--- src/rtl/seg_pkg.sv ---
// Shared types and segment constants for the 2-digit 7-segment scan driver.
// Segment encodings are active-high, bit0 = a ... bit6 = g.
package seg_pkg;

  typedef enum logic [1:0] {
    S_LO     = 2'd0,
    S_GAP_LH = 2'd1,
    S_HI     = 2'd2,
    S_GAP_HL = 2'd3
  } scan_state_e;

  localparam logic [6:0] SEG_0     = 7'h3F;
  localparam logic [6:0] SEG_1     = 7'h06;
  localparam logic [6:0] SEG_2     = 7'h5B;
  localparam logic [6:0] SEG_3     = 7'h4F;
  localparam logic [6:0] SEG_4     = 7'h66;
  localparam logic [6:0] SEG_5     = 7'h6D;
  localparam logic [6:0] SEG_6     = 7'h7D;
  localparam logic [6:0] SEG_7     = 7'h07;
  localparam logic [6:0] SEG_8     = 7'h7F;
  localparam logic [6:0] SEG_9     = 7'h6F;
  localparam logic [6:0] SEG_DASH  = 7'h40;
  localparam logic [6:0] SEG_BLANK = 7'h00;

  // Scan order: units, gap, tens, gap, then wrap.
  function automatic scan_state_e next_state(input scan_state_e s);
    case (s)
      S_LO:     next_state = S_GAP_LH;
      S_GAP_LH: next_state = S_HI;
      S_HI:     next_state = S_GAP_HL;
      S_GAP_HL: next_state = S_LO;
      default:  next_state = S_GAP_HL;
    endcase
  endfunction

endpackage

--- src/rtl/bcd_to_seg.sv ---
// Combinational BCD to active-high 7-segment decoder.
// Non-decimal codes (A-F) show a dash so a corrupted count is visible.
module bcd_to_seg
  import seg_pkg::*;
(
  input  logic [3:0] bcd,
  output logic [6:0] seg
);

  // Digit lookup
  always_comb begin
    case (bcd)
      4'd0:    seg = SEG_0;
      4'd1:    seg = SEG_1;
      4'd2:    seg = SEG_2;
      4'd3:    seg = SEG_3;
      4'd4:    seg = SEG_4;
      4'd5:    seg = SEG_5;
      4'd6:    seg = SEG_6;
      4'd7:    seg = SEG_7;
      4'd8:    seg = SEG_8;
      4'd9:    seg = SEG_9;
      default: seg = SEG_DASH;
    endcase
  end

endmodule

--- src/rtl/seg_scan_driver.sv ---
// Two-digit multiplexed 7-segment driver with blanking gaps and per-frame input snapshot.
// Optional build macro SEG_LEADING_ZERO_BLANK_EN blanks a zero tens digit.
module seg_scan_driver
  import seg_pkg::*;
#(
  parameter int unsigned SCAN_DIV = 50000,
  parameter int unsigned GAP_CYC  = 16,
  parameter bit          SEG_POL  = 1'b0,
  parameter bit          DIG_POL  = 1'b0
) (
  input  logic       clk,
  input  logic       reset,
  input  logic [3:0] qh,
  input  logic [3:0] ql,
  input  logic       en,
  output logic [6:0] seg,
  output logic [1:0] dig,
  output logic       frame_start
);

  localparam int unsigned MAX_DIV = (SCAN_DIV > GAP_CYC) ? SCAN_DIV : GAP_CYC;
  localparam int unsigned PW      = (MAX_DIV > 1) ? $clog2(MAX_DIV) : 1;
  localparam logic [PW-1:0] SCAN_LAST = PW'(SCAN_DIV - 1);
  localparam logic [PW-1:0] GAP_LAST  = PW'(GAP_CYC - 1);
  localparam logic [PW-1:0] PRESC_ONE = PW'(1);
  localparam logic [6:0]    SEG_OFF   = {7{SEG_POL}};
  localparam logic [1:0]    DIG_OFF   = {2{DIG_POL}};

  scan_state_e   state_r;
  logic [PW-1:0] presc_r;
  logic [3:0]    shadow_h_r;
  logic [3:0]    shadow_l_r;
  logic          frame_start_r;
  logic [6:0]    seg_r;
  logic [1:0]    dig_r;

  logic          last_s;
  logic          lz_blank_s;
  logic [3:0]    dec_in_s;
  logic [6:0]    dec_out_s;
  logic [6:0]    seg_act_s;
  logic [1:0]    dig_act_s;

`ifdef SEG_LEADING_ZERO_BLANK_EN
  assign lz_blank_s = (shadow_h_r == 4'd0);
`else
  assign lz_blank_s = 1'b0;
`endif

  // Dwell end: digit phases use SCAN_DIV, gaps use GAP_CYC
  always_comb begin
    if ((state_r == S_LO) || (state_r == S_HI)) begin
      last_s = (presc_r == SCAN_LAST);
    end else begin
      last_s = (presc_r == GAP_LAST);
    end
  end

  // Single decoder shared by both digits
  always_comb begin
    if (state_r == S_HI) begin
      dec_in_s = shadow_h_r;
    end else begin
      dec_in_s = shadow_l_r;
    end
  end

  bcd_to_seg u_dec (
    .bcd (dec_in_s),
    .seg (dec_out_s)
  );

  // Active-high output selection from the current state and shadows
  always_comb begin
    seg_act_s = SEG_BLANK;
    dig_act_s = 2'b00;
    case (state_r)
      S_LO: begin
        if (en) begin
          seg_act_s = dec_out_s;
          dig_act_s = 2'b01;
        end else begin
          seg_act_s = SEG_BLANK;
          dig_act_s = 2'b00;
        end
      end
      S_HI: begin
        if (en && !lz_blank_s) begin
          seg_act_s = dec_out_s;
          dig_act_s = 2'b10;
        end else begin
          seg_act_s = SEG_BLANK;
          dig_act_s = 2'b00;
        end
      end
      default: begin
        seg_act_s = SEG_BLANK;
        dig_act_s = 2'b00;
      end
    endcase
  end

  // Scan FSM, prescaler and frame snapshot; disable parks at the start of the pre-frame gap
  always_ff @(posedge clk or negedge reset) begin
    if (!reset) begin
      state_r       <= S_GAP_HL;
      presc_r       <= '0;
      shadow_h_r    <= 4'd0;
      shadow_l_r    <= 4'd0;
      frame_start_r <= 1'b0;
    end else if (!en) begin
      state_r       <= S_GAP_HL;
      presc_r       <= '0;
      frame_start_r <= 1'b0;
    end else if (last_s) begin
      presc_r <= '0;
      state_r <= next_state(state_r);
      if (state_r == S_GAP_HL) begin
        shadow_h_r    <= qh;
        shadow_l_r    <= ql;
        frame_start_r <= 1'b1;
      end else begin
        frame_start_r <= 1'b0;
      end
    end else begin
      presc_r       <= presc_r + PRESC_ONE;
      frame_start_r <= 1'b0;
    end
  end

  // Output registers with polarity applied; reset forces them inactive immediately
  always_ff @(posedge clk or negedge reset) begin
    if (!reset) begin
      seg_r <= SEG_OFF;
      dig_r <= DIG_OFF;
    end else begin
      seg_r <= seg_act_s ^ SEG_OFF;
      dig_r <= dig_act_s ^ DIG_OFF;
    end
  end

  assign seg         = seg_r;
  assign dig         = dig_r;
  assign frame_start = frame_start_r;

endmodule

--- config.mk ---
export PLATFORM = sky130hd
export DESIGN_NAME = seg_scan_driver
export DESIGN_NICKNAME = d
export VERILOG_FILES = /design/src/rtl/seg_pkg.sv /design/src/rtl/bcd_to_seg.sv /design/src/rtl/seg_scan_driver.sv
export SDC_FILE = /design/constraint.sdc
export NUM_CORES = 1
export LEC_CHECK = 0
export ABC_AREA = 1
export BUFFER_PORTS_ARGS = -buffer_cell sky130_fd_sc_hd__buf_2
export CORE_ASPECT_RATIO = 1.25
export CORE_UTILIZATION = 62
export CTS_BUF_LIST = sky130_fd_sc_hd__clkbuf_16
export CTS_CLUSTER_DIAMETER = 150
export DETAILED_ROUTE_END_ITERATION = 7
export MAX_ROUTING_LAYER = met4
export PLACE_DENSITY = 0.83
export SYNTH_ARGS = -nofsm -noshare
export SYNTH_HDL_FRONTEND = slang
export SYNTH_HIERARCHICAL = 1
export SYNTH_SLANG_ARGS = --single-unit
--- constraint.sdc ---
create_clock -name clk -period 6.4 [get_ports clk]
set_clock_uncertainty 0.1 [all_clocks]
set_input_delay 0.32 -clock clk [delete_from_list [all_inputs] [get_ports clk]]
set_output_delay 0.32 -clock clk [all_outputs]
set_load 0.01 [all_outputs]
==> impl_metrics.toml <==
[die]
die_x_um = 52.7
initial_core_util_pct = 66.5
dieArea_um2 = 3450
num_rows = 22
io_pins = 21
core_area_um2 = 3000
dieHeight_um = 65.4

[worst_setup_path]
worstSetupEndpointType = "flip-flop"
cp_max_fo = 11
rrSetupSlack_ps = 3880
required_ps = 6500
cp.arrival_ps = 2620
cp-startpoint = "state_r[0]"
critPathLaunchType = "flip-flop"
crit_type = "flip-flop to flip-flop"
timing.rr.start = "state_r[0]"

[cells_and_area]
post-route-util_pct = 75.3
num_antenna_cells = 0
final_cells = 312
fillers = 218
drive_above_1_share_pct = 16.7
areaGrowthSynthToFinish_pct = 13.2
nNetsFinal = 297
final_area_um2 = 2260

[sta]
post-route-period-util_pct = 39.4
setup_viol = 0
finalHoldViolCount = 0
finalMaxSlewViolations = 0
tightest_slew_ps = 802
slew_headroom_pct = 46.5
fmax_mhz = 397
rsz0062_at_grt = "no"
hold_ws_ps = 30.0
tns_ps = 0
fin_crit_ps = 2520

[power]
ir_drop_mv = 0.159
p_clk_share_pct = 48.2
power_frac_comb_pct = 3.2
p_sw_uw = 101
netSwitchingFraction_pct = 21.2
power_density_nw_per_um2 = 211
p_int_uw = 375
leakagePower_uw = 0.00123
seq_power_share_pct = 48.5

[placed_design]
portBuffers = 20
placed_area_um2 = 2120
dp_hpwl_mm = 2.76
dpl.cell_count = 304
place.gp.congestion = 0.896

[logic_synthesis]
async_flop_share_pct = 100
syn_avg_cell_area_um2 = 7.95
post-synth-top-count-cell = "nand2_1"
synth_edf_count = 0
synth.area.top_cells = "dfrtp_1 43%, nand2_1 10%, inv_1 7.5%"
syn_nets = 273
yosysTopAreaCell = "dfrtp_1"
ys_warn_count = 6
yosysSeqAreaShare_pct = 45.3
synth_seq_cells = 36
syn_inst = 251
yosysUniqueCellTypes = 29
ys_top_cells_by_count = "55 x nand2_1, 40 x inv_1, 40 x nor2_1, 34 x dfrtp_1, 16 x nand3_1"
synth_flop_cell = "dfrtp_1"
synth_top_area_share_pct = 42.7
synth.cell_area_um2 = 1990

[drt]
drt_iter0_drc = 49
routed_via_density = 5.16
drc_errors = 0
wirelength_mm = 4.04
wl_per_cell_um = 12.9
vias = 1609
ant_nets = 0
first_pass_iters = 4

[clock_network]
hold_buffers = 0
clk_latency_ps = 280
cts_sinks = 36
cts.path.max_buffers = 2
ctsResizeCount = 0
cts_made_buffers = 5
htreeDepth = 2
cts-root-buf = "clkbuf_16"
postCtsSetupBuffers = 0
tritoncts = "done"
clkTransAtPathRegs_ps = 60

[min_path]
hp-class = "primary input to async pin"

[status]
run_status = "completed"

[global_routing]
grt_pass1_wl_mm = 7.04
antenna_found_initial = 0
track_usage_pct = 29.5
grt_pass1_vias = 1610
grt_max_degree = 37
overflow = 0

[flow_run]
timing.max_cap.violations = 0
-- metal layers --
metal	up-vias	wire (µm)	GRT usage, %
li1	812	-	-
met1	747	1740	34.4
met2	35	2050	48.9
met3	15	146	6.25
met4	0	104	11.5
met5	-	0	-
-- worst max-delay path: stages (launching register included) --
cell and delay [ps]:
dfstp_2 570, inv_2 70, ha_1 300, o21ai_0 430
inv_1 200, ha_1 330, nand2_1 70, nand2_1 110
nand2_1 70, nand2_1 70, inv_1 40, nor2_1 90
-- worst paths after layout --
path                       depth (start not counted)             to
setup / recovery                                  11         seg[3]
hold / removal                                     1     presc_r[2]
setup reg to reg                                  11         seg[3]
hold reg to reg                                    1     presc_r[0]
max in group asynchronous                          1  shadow_l_r[0]
min in group clk                                   3  shadow_l_r[1]
-- metrics by stage --
step | total power, µW | worst slack [ps]
after floorplan | 240 | 4130
after global placement | 249 | 4100
after detailed placement | 250 | 3930
after CTS | 478 | 3880
after global routing | 491 | 3670
final | 476 | 3880
-- sequential cells by signal, summed over array words and instances, names as in the netlist --
register     cells
shadow_l_r       4
dig              2
frame_start      1
shadow_h_r       4
state_r          2
presc_r         16
seg              7
-- cells by family after synthesis --
family / Yosys count / share of synthesized area (%)
compound gates: 19 / 6.02
xor+xnor: 6 / 2.63
flops: 36 / 45.3
simple gates: 131 / 29.7
fa+ha+maj: 11 / 6.90
buf+inv: 48 / 9.47
-- cell usage in the layout, fill, tap and decap left out, drive strengths merged --
master | Yosys | final
clkbuf | 1 | 5
nor3 | 5 | 5
inv | 44 | 44
xor2 | 5 | 5
a31oi | 2 | 2
clkinv | 1 | 4
o21bai | 8 | 8
a21oi | 2 | 2
o21ai | 6 | 6
dfstp | 2 | 2
nand3 | 18 | 18
ha | 11 | 11
nand2 | 58 | 58
dfrtp | 34 | 34
or2 | 1 | 1
nor3b | 2 | 2
xnor2 | 1 | 1
nand4 | 1 | 1
buf | 2 | 20
nor2 | 46 | 46
o211ai | 1 | 1
-- final cells by class --
class,instances,area [µm²],area share (%)
Sequential cell,36,903,40.0
Timing Repair Buffer,20,100,4.43
Inverter,45,169,7.48
Multi-Input combinational cell,167,902,39.9
Clock inverter,3,13.8,0.609
Clock buffer,5,125,5.54
Tap cell,36,45.0,1.99
-- power groups by stage --
stage	Combinational, µW	Clock, µW	Sequential [µW]
after floorplan	5.41	0	234
after global placement	14.4	0	234
after detailed placement	15.4	0	235
after CTS	15.7	232	231
after global routing	17.6	243	231
final	15.3	230	231
No activity file was read; power rests on OpenSTA's default activity.
